### src/rtl/vga_pkg.sv
// Shared VGA timing defaults, sync polarity constants, 12-bit colour type and
// test-pattern colours used by the raster timing generator.
package vga_pkg;

  localparam int H_ACTIVE_DEF = 640;
  localparam int H_FRONT_DEF  = 16;
  localparam int H_SYNC_DEF   = 96;
  localparam int H_BACK_DEF   = 48;
  localparam int V_ACTIVE_DEF = 480;
  localparam int V_FRONT_DEF  = 10;
  localparam int V_SYNC_DEF   = 2;
  localparam int V_BACK_DEF   = 33;

  localparam logic POL_LOW  = 1'b0;
  localparam logic POL_HIGH = 1'b1;

  typedef logic [11:0] rgb12;

  typedef enum logic [1:0] {
    PAT_BARS    = 2'd0,
    PAT_CHECKER = 2'd1,
    PAT_RAMP    = 2'd2,
    PAT_SOLID   = 2'd3
  } pat_e;

  localparam rgb12 RGB_WHITE   = 12'hFFF;
  localparam rgb12 RGB_YELLOW  = 12'hFF0;
  localparam rgb12 RGB_CYAN    = 12'h0FF;
  localparam rgb12 RGB_GREEN   = 12'h0F0;
  localparam rgb12 RGB_MAGENTA = 12'hF0F;
  localparam rgb12 RGB_RED     = 12'hF00;
  localparam rgb12 RGB_BLUE    = 12'h00F;
  localparam rgb12 RGB_BLACK   = 12'h000;

  // Colour-bar order, left to right across the active line.
  function automatic rgb12 bar_colour(input logic [2:0] idx);
    case (idx)
      3'd0:    return RGB_WHITE;
      3'd1:    return RGB_YELLOW;
      3'd2:    return RGB_CYAN;
      3'd3:    return RGB_GREEN;
      3'd4:    return RGB_MAGENTA;
      3'd5:    return RGB_RED;
      3'd6:    return RGB_BLUE;
      default: return RGB_BLACK;
    endcase
  endfunction

endpackage

### src/rtl/vga_pix_tick.sv
// Pixel clock-enable divider: one p_tick every CLK_DIV enabled clk_50MHz cycles.
// adv_o is the unregistered advance condition the counters use on the same edge.
module vga_pix_tick #(
  parameter int CLK_DIV = 2
) (
  input  logic clk_50MHz,
  input  logic rst,
  input  logic en_i,
  output logic adv_o,
  output logic p_tick_o
);

  localparam int DW = (CLK_DIV > 1) ? $clog2(CLK_DIV) : 1;
  localparam logic [DW-1:0] DIV_LAST = DW'(CLK_DIV - 1);

  logic [DW-1:0] div_q, div_d;
  logic          p_tick_q;

  assign adv_o = en_i && (div_q == DIV_LAST);

  always_comb begin
    div_d = div_q;
    if (en_i) div_d = adv_o ? '0 : div_q + DW'(1);
  end

  always_ff @(posedge clk_50MHz or posedge rst) begin
    if (rst) begin
      div_q    <= '0;
      p_tick_q <= 1'b0;
    end else begin
      div_q    <= div_d;
      p_tick_q <= adv_o;
    end
  end

  assign p_tick_o = p_tick_q;

endmodule

### src/rtl/vga_timing_gen.sv
// Parametrised VGA raster timing generator: x/y counters, syncs, blanking and strobes.
// Define VGA_TIMING_TESTPAT_EN to add pat_sel_i / rgb_o built-in test patterns.
module vga_timing_gen
  import vga_pkg::*;
#(
  parameter int   H_ACTIVE = H_ACTIVE_DEF,
  parameter int   H_FRONT  = H_FRONT_DEF,
  parameter int   H_SYNC   = H_SYNC_DEF,
  parameter int   H_BACK   = H_BACK_DEF,
  parameter int   V_ACTIVE = V_ACTIVE_DEF,
  parameter int   V_FRONT  = V_FRONT_DEF,
  parameter int   V_SYNC   = V_SYNC_DEF,
  parameter int   V_BACK   = V_BACK_DEF,
  parameter int   CLK_DIV  = 2,
  parameter logic HS_POL   = POL_LOW,
  parameter logic VS_POL   = POL_LOW,
  parameter int   CW       = 11
) (
  input  logic          clk_50MHz,
  input  logic          rst,
  input  logic          en_i,
`ifdef VGA_TIMING_TESTPAT_EN
  input  logic [1:0]    pat_sel_i,
  output rgb12          rgb_o,
`endif
  output logic          p_tick_o,
  output logic          video_on_o,
  output logic          hsync_o,
  output logic          vsync_o,
  output logic [CW-1:0] x_o,
  output logic [CW-1:0] y_o,
  output logic          line_start_o,
  output logic          frame_start_o
);

  localparam int H_TOTAL = H_ACTIVE + H_FRONT + H_SYNC + H_BACK;
  localparam int V_TOTAL = V_ACTIVE + V_FRONT + V_SYNC + V_BACK;

  localparam logic [CW-1:0] H_LAST   = CW'(H_TOTAL - 1);
  localparam logic [CW-1:0] V_LAST   = CW'(V_TOTAL - 1);
  localparam logic [CW-1:0] H_ACT    = CW'(H_ACTIVE);
  localparam logic [CW-1:0] V_ACT    = CW'(V_ACTIVE);
  localparam logic [CW-1:0] HS_START = CW'(H_ACTIVE + H_FRONT);
  localparam logic [CW-1:0] HS_END   = CW'(H_ACTIVE + H_FRONT + H_SYNC);
  localparam logic [CW-1:0] VS_START = CW'(V_ACTIVE + V_FRONT);
  localparam logic [CW-1:0] VS_END   = CW'(V_ACTIVE + V_FRONT + V_SYNC);

  logic          adv;
  logic [CW-1:0] x_q, x_d, y_q, y_d;
  logic          video_on_q, video_on_d;
  logic          hsync_q, hsync_d, vsync_q, vsync_d;
  logic          line_start_q, line_start_d, frame_start_q, frame_start_d;

  vga_pix_tick #(.CLK_DIV(CLK_DIV)) u_pix_tick (
    .clk_50MHz (clk_50MHz),
    .rst       (rst),
    .en_i      (en_i),
    .adv_o     (adv),
    .p_tick_o  (p_tick_o)
  );

  always_comb begin
    x_d = x_q;
    y_d = y_q;
    if (adv) begin
      if (x_q == H_LAST) begin
        x_d = '0;
        y_d = (y_q == V_LAST) ? '0 : y_q + CW'(1);
      end else begin
        x_d = x_q + CW'(1);
      end
    end
  end

  // Decode from the next counts so every output moves on the same edge as x/y.
  always_comb begin
    video_on_d    = (x_d < H_ACT) && (y_d < V_ACT);
    hsync_d       = ((x_d >= HS_START) && (x_d < HS_END)) ? HS_POL : ~HS_POL;
    vsync_d       = ((y_d >= VS_START) && (y_d < VS_END)) ? VS_POL : ~VS_POL;
    line_start_d  = adv && (x_d == '0);
    frame_start_d = adv && (x_d == '0) && (y_d == '0);
  end

  always_ff @(posedge clk_50MHz or posedge rst) begin
    if (rst) begin
      x_q           <= H_LAST;
      y_q           <= V_LAST;
      video_on_q    <= 1'b0;
      hsync_q       <= ~HS_POL;
      vsync_q       <= ~VS_POL;
      line_start_q  <= 1'b0;
      frame_start_q <= 1'b0;
    end else begin
      x_q           <= x_d;
      y_q           <= y_d;
      video_on_q    <= video_on_d;
      hsync_q       <= hsync_d;
      vsync_q       <= vsync_d;
      line_start_q  <= line_start_d;
      frame_start_q <= frame_start_d;
    end
  end

  assign x_o           = x_q;
  assign y_o           = y_q;
  assign video_on_o    = video_on_q;
  assign hsync_o       = hsync_q;
  assign vsync_o       = vsync_q;
  assign line_start_o  = line_start_q;
  assign frame_start_o = frame_start_q;

`ifdef VGA_TIMING_TESTPAT_EN
  localparam int BAR_W = (H_ACTIVE >= 8) ? H_ACTIVE / 8 : 1;

  rgb12          rgb_q, rgb_d, pat_rgb;
  logic [CW-1:0] bar_idx;
  logic [3:0]    grey;

  always_comb begin
    bar_idx = x_d / CW'(BAR_W);
    grey    = x_d[CW-2:CW-5];
    case (pat_e'(pat_sel_i))
      PAT_BARS:    pat_rgb = (bar_idx > CW'(7)) ? RGB_BLACK : bar_colour(bar_idx[2:0]);
      PAT_CHECKER: pat_rgb = (x_d[5] ^ y_d[5]) ? RGB_WHITE : RGB_BLACK;
      PAT_RAMP:    pat_rgb = {grey, grey, grey};
      default:     pat_rgb = RGB_WHITE;
    endcase
    rgb_d = rgb_q;
    if (adv) rgb_d = video_on_d ? pat_rgb : RGB_BLACK;
  end

  always_ff @(posedge clk_50MHz or posedge rst) begin
    if (rst) rgb_q <= RGB_BLACK;
    else     rgb_q <= rgb_d;
  end

  assign rgb_o = rgb_q;
`endif

endmodule
### config.mk
export PLATFORM = sky130hd
export DESIGN_NAME = vga_timing_gen
export DESIGN_NICKNAME = d
export VERILOG_FILES = /design/src/rtl/vga_pkg.sv /design/src/rtl/vga_pix_tick.sv /design/src/rtl/vga_timing_gen.sv
export SDC_FILE = /design/constraint.sdc
export NUM_CORES = 1
export LEC_CHECK = 0
export BUFFER_PORTS_ARGS = -buffer_cell sky130_fd_sc_hd__buf_2
export CORE_ASPECT_RATIO = 1.1
export CORE_UTILIZATION = 50
export CTS_BUF_LIST = sky130_fd_sc_hd__clkbuf_8
export DETAILED_ROUTE_END_ITERATION = 8
export GPL_TIMING_DRIVEN = 0
export PLACE_DENSITY = 0.73
export SLEW_MARGIN = 20
export SYNTH_ARGS = -nofsm -noshare
export SYNTH_HDL_FRONTEND = slang
export SYNTH_SLANG_ARGS = --single-unit
### constraint.sdc
create_clock -name clk_50MHz -period 4.05 [get_ports clk_50MHz]
set_input_delay 0.6075 -clock clk_50MHz [delete_from_list [all_inputs] [get_ports clk_50MHz]]
set_output_delay 0.6075 -clock clk_50MHz [all_outputs]
set_load 0.05 [all_outputs]
Word level (Yosys, flattened, before mapping)

Cells that the tools add are included.

Bits in registers: 29
Input port bits: 3

$add $sub $neg: 3
$lt $le $gt $ge: 6
Eq/ne operators: 2
Muxes and demuxes: 8
Reduce and logical (&&, ||, !) cells: 8

Operator list:

| kind                    | number |
|---|---|
| $mux W11                | 5 |
| $add A11 B1 Y11 const B | 2 |
| $eq A11 B10 Y1 const B  | 2 |
| $logic_not A11 Y1       | 2 |
| $lt A11 B10 Y1 const B  | 2 |
| $lt A11 B9 Y1 const B   | 2 |
| $ge A11 B10 Y1 const B  | 1 |
| $ge A11 B9 Y1 const B   | 1 |
| $logic_and A1 B1 Y1     | 6 |
| $mux W1                 | 3 |
| $add A1 B1 Y1 const B   | 1 |

Depth between registers and ports, before layout

Depth after elaboration: 7
Gate-level depth with buffers: 8
Mapped depth without buffers: 8

Cells and area by module

A second synthesis with hierarchy kept.

Cells, all modules: 168
Area total of the unflattened synthesis: 1654.1 sq um

By module, submodules not included:

| module         | times used | cells an instance | area an instance (sq um) |
|---|---|---|---|
| vga_timing_gen | 1          | 163               | 1584.0 |
| vga_pix_tick   | 1          | 5                 | 70.1 |

Worst setup path after synthesis

OpenSTA, ideal clock, no wires.

Path kind: reg2reg
Start: register x_q[1], in the netlist x_o[1]
End: register frame_start_q, in the netlist frame_start_o
Setup time: 122 ps
Arrival time: 3079 ps
Required time: 3928 ps
Setup slack: 849 ps
Stages on the path, launching flop included: 9
Path through: dfstp_2 > ha_1 > or3b_1 > buf_6 > or4_4 > or4_2 > and4b_1 > or4b_1 > nor4_2

Cells in the longest elaborated chain, start to end: 6
Elaborated cells between the ends (all ways): 10

Ends and longest elaborated chain:

| element                                                  | line                                       | RTL |
|---|---|---|
| from (decl)                                              | vga_timing_gen.sv:49                       | `logic [CW-1:0] x_q, x_d, y_q, y_d;` |
| from (signal assigned)                                   | vga_timing_gen.sv:86                       | `x_q <= H_LAST;` |
| from (signal assigned)                                   | vga_timing_gen.sv:94                       | `x_q <= x_d;` |
| $add A11 B1 Y11 / $eq A11 B10 Y1 (equally long branches) | vga_timing_gen.sv:70, vga_timing_gen.sv:66 |  |
| $mux W11                                                 | vga_timing_gen.sv:66                       | `if (x_q == H_LAST) begin` |
| $mux W11                                                 | vga_timing_gen.sv:65                       | `if (adv) begin` |
| $logic_not A11 Y1                                        | vga_timing_gen.sv:81                       | `frame_start_d = adv && (x_d == '0) && (y_d == '0);` |
| $logic_and A1 B1 Y1                                      | vga_timing_gen.sv:81                       |  |
| $logic_and A1 B1 Y1 *                                    | vga_timing_gen.sv:81                       |  |
| via frame_start_d                                        | vga_timing_gen.sv:52                       | `logic line_start_q, line_start_d, frame_start_q, frame_start_d;` |
| to (signal assigned)                                     | vga_timing_gen.sv:100                      | `frame_start_q <= frame_start_d;` |
| to (decl)                                                | vga_timing_gen.sv:52                       |  |

The timed path passes the listed nets; every way through them passes the cells marked *.
A chain may end at the register's enable or synchronous reset.

Final worst setup path

Start: register x_q[0], in the netlist x_o[0]
End: register frame_start_q, in the netlist frame_start_o

Elaborated cells between the ends (all ways): 10

RTL lines:

| element             | line |
|---|---|
| $eq A11 B10 Y1      | vga_timing_gen.sv:66 |
| $mux W11            | vga_timing_gen.sv:66 |
| $mux W11            | vga_timing_gen.sv:65 |
| via y_d[1]          | vga_timing_gen.sv:49 |
| $logic_not A11 Y1   | vga_timing_gen.sv:81 |
| $logic_and A1 B1 Y1 | vga_timing_gen.sv:81 |
| via frame_start_d   | vga_timing_gen.sv:52 |

The timed path passes the listed nets, and every way through them passes these cells.

==> metrics <==
Fin Setup TNS 0 ns; Int Pwr 571 µW; H-tree levels 2; Final min period 3.35 ns; largest area contributor in the netlist dfrtp_1; status finished, violations left; Slew HR 38.0%; Post-Synthesis Cell Area 1690 µm²; Synth Net Count 178; Initial Utilization 54.1%; Comb power frac 33.8%; critical path class flop to flop; Pleak 0.000868 µW; Worst Path Required 4.23 ns; yosys warns 0; 1st-pass router iterations 7; Core Region 3130 µm²; Final Util 62.8%; post-synth top area share 25.2%; share of cells above drive strength 1 30.3%; Seq pwr share 40.4%; worst slew pin tran 0.923 ns; Most used DFF post-synth dfrtp_1; setup bufs post-CTS 0; Antenna diodes 0; Max Slew Vio Count 0; Crit path arrival time 3.53 ns; count leader, synth dfrtp_1; Switching Share 36.9%; drt drc 2; DR WL met3 147 µm; layout filler cell count 269; total global-route track usage 24.0%; crit path capture type flop; RSZ-0062 raised after global routing false; total gr overflow 0; final setup violation count 0; row count 21; largest net degree at the start of global routing 30; Non-Filler Instances 242; CTS max path bufs 2; Synth async-reset ratio 100%; CTS tree done; ANT nets after route 0; number of global-route vias before repair 1404; Die Wd 57.4 µm; top cells by area, synth dfrtp_1, dfstp_2, nand3_1; Ports 31; routed wl met2 1.97 mm; #FFs+latches synth 29; clock slew seen by the registers of the worst setup and hold paths 0.06 ns; die area 3620 µm²; failing checks DRC; synth cell count leaders dfrtp_1, inv_1, nand3_1; crit-path max FO 9; area growth from synthesis to layout 16.2%; power share of the clock group 25.8%; clk sinks 29; hold buffer count at CTS 0; Max Cap Violations 0; Fin. Hold Viols 0; EDFF count, synth 0; Final Cycle Share 82.8%; Routed WL 3.81 mm; IO buf count 29; Max VDD drop 441 µV; first-pass GRT wire length 6.66 mm; Placed Instances 235; Clk Latency, worst-skew pair 0.27 ns; clk_skew 0.00394 ns; gpl congestion 0.882; Num CTS Buffers 5; vias post-DR 1471; DR vias/cell 6.08; r2r setup slk 0.70 ns; CP Launch Type flop; Min-Delay Path Class input port to asynchronous set/reset pin; Synth Instances 172; nets 214; placed cell areas 1880 µm²; sw power 333 µW; Avg Inst Size Synth 9.83 µm²; M1 WL 1.64 mm; post-synthesis sequential area ratio 43.8%; DR top layer met4; Root Driver clkbuf_8; Die Span Y 63.0 µm; hpwl dp 2.78 mm; antenna violations before repair 0; Initial DRC Count 88; fmax 0.298 GHz; WL/cell 15.8 µm; Finished Cell Area 1960 µm²; Power Density 460 nW/µm²; Netlist cell types 50; PostCTS Resize Cnt 0
## per-layer routing
layer,up-vias,track usage [%]
met5,-,0
met4,0,8.23
met3,8,4.97
met2,43,39.8
met1,708,30.6
li1,712,-
## through the flow
step                hold slack, ns  worst slack, ns  total power, µW
floorplan                    0.530            0.849              616
global placement             0.499            0.811              667
detailed placement           0.510            0.731              670
CTS                          0.519            0.710              913
global route                 0.451            0.537              954
finish                       0.400            0.698              904
## worst max-delay path, stage by stage (launching register included)
cell	delay, ns
dfstp_2	0.58
ha_1	0.29
or3b_1	0.38
buf_6	0.14
nor4_2	0.76
o21ai_0	0.29
or4b_1	0.60
nor4_2	0.21
## layout by cell type, fill, tap and decap left out, types with 2 or more instances in the layout
master    synthesis  routed
or3_1             4       4
nor3_1            5       5
dfstp_2          12      12
xor2_1            5       5
nand2b_1          3       3
o21ai_0           4       4
buf_4             2       2
nor2_1            8       8
a21oi_1           6       6
clkbuf_8          0       6
dfrtp_1          17      17
a31oi_1           3       3
xnor2_1           6       6
buf_6             3       3
nand4_1          10      10
nor2b_1           2       2
ha_1              3       3
nor4_2            3       3
nand3_1          15      15
inv_1            15      15
nand4b_1          2       2
nor4_1            5       5
buf_2             0      29
nand2_1          10      10
and4_1            2       2
## final timing paths
| kind | from | endpoint | cells past startpoint |
|---|---|---|---|
| hold reg to reg | x_o[1]$_DFF_PP1_ | x_o[1]$_DFF_PP1_ | 2 |
| min in group clk_50MHz | x_o[1]$_DFF_PP1_ | x_o[1]$_DFF_PP1_ | 2 |
| max in group asynchronous | rst | video_on_o$_DFF_PP0_ | 2 |
| hold / removal | rst | y_o[1]$_DFF_PP0_ | 2 |
| setup / recovery | x_o[0]$_DFF_PP1_ | frame_start_o$_DFF_PP0_ | 7 |
| setup reg to reg | x_o[0]$_DFF_PP1_ | frame_start_o$_DFF_PP0_ | 7 |
## state kept, by name, summed over array words and instances (netlist names)
register / cells
video_on_o: 1
u_pix_tick.p_tick_o: 1
frame_start_o: 1
y_o: 11
line_start_o: 1
x_o: 11
hsync_o: 1
u_pix_tick.div_q: 1
vsync_o: 1
## area by class of cell
class	instances	area (µm²)	share of cell area, %
multi-input cells	121	830	42.2
flip-flops and latches	29	741	37.7
repair buffers	29	145	7.39
clock buffers	6	82.6	4.20
plain buffers	7	63.8	3.25
inverters	15	56.3	2.87
well taps	34	42.5	2.17
clock inverters	1	3.75	0.191
## power by group through the flow
stage / Sequential, µW / Combinational (µW) / Clock (µW)
2_1_floorplan: 459 / 158 / 0
3_3_place_gp: 368 / 299 / 0
3_5_place_dp: 369 / 301 / 0
4_1_cts: 365 / 307 / 241
5_1_grt: 370 / 332 / 251
6_report: 365 / 306 / 233
## logic make-up (layout without fill, tap and decap cells)
group,count (synthesis),in the layout,synth area share [%]
xor gates and xnor gates,11,11,5.70
muxes,1,1,0.592
DFF,29,29,43.8
and+or+nand+nor,81,81,29.8
adders and majority gates,3,3,2.22
buffers and inverters,22,58,7.10
AOI/OAI and AO/OA,25,25,10.7
Power figures use the tool's default switching activity.
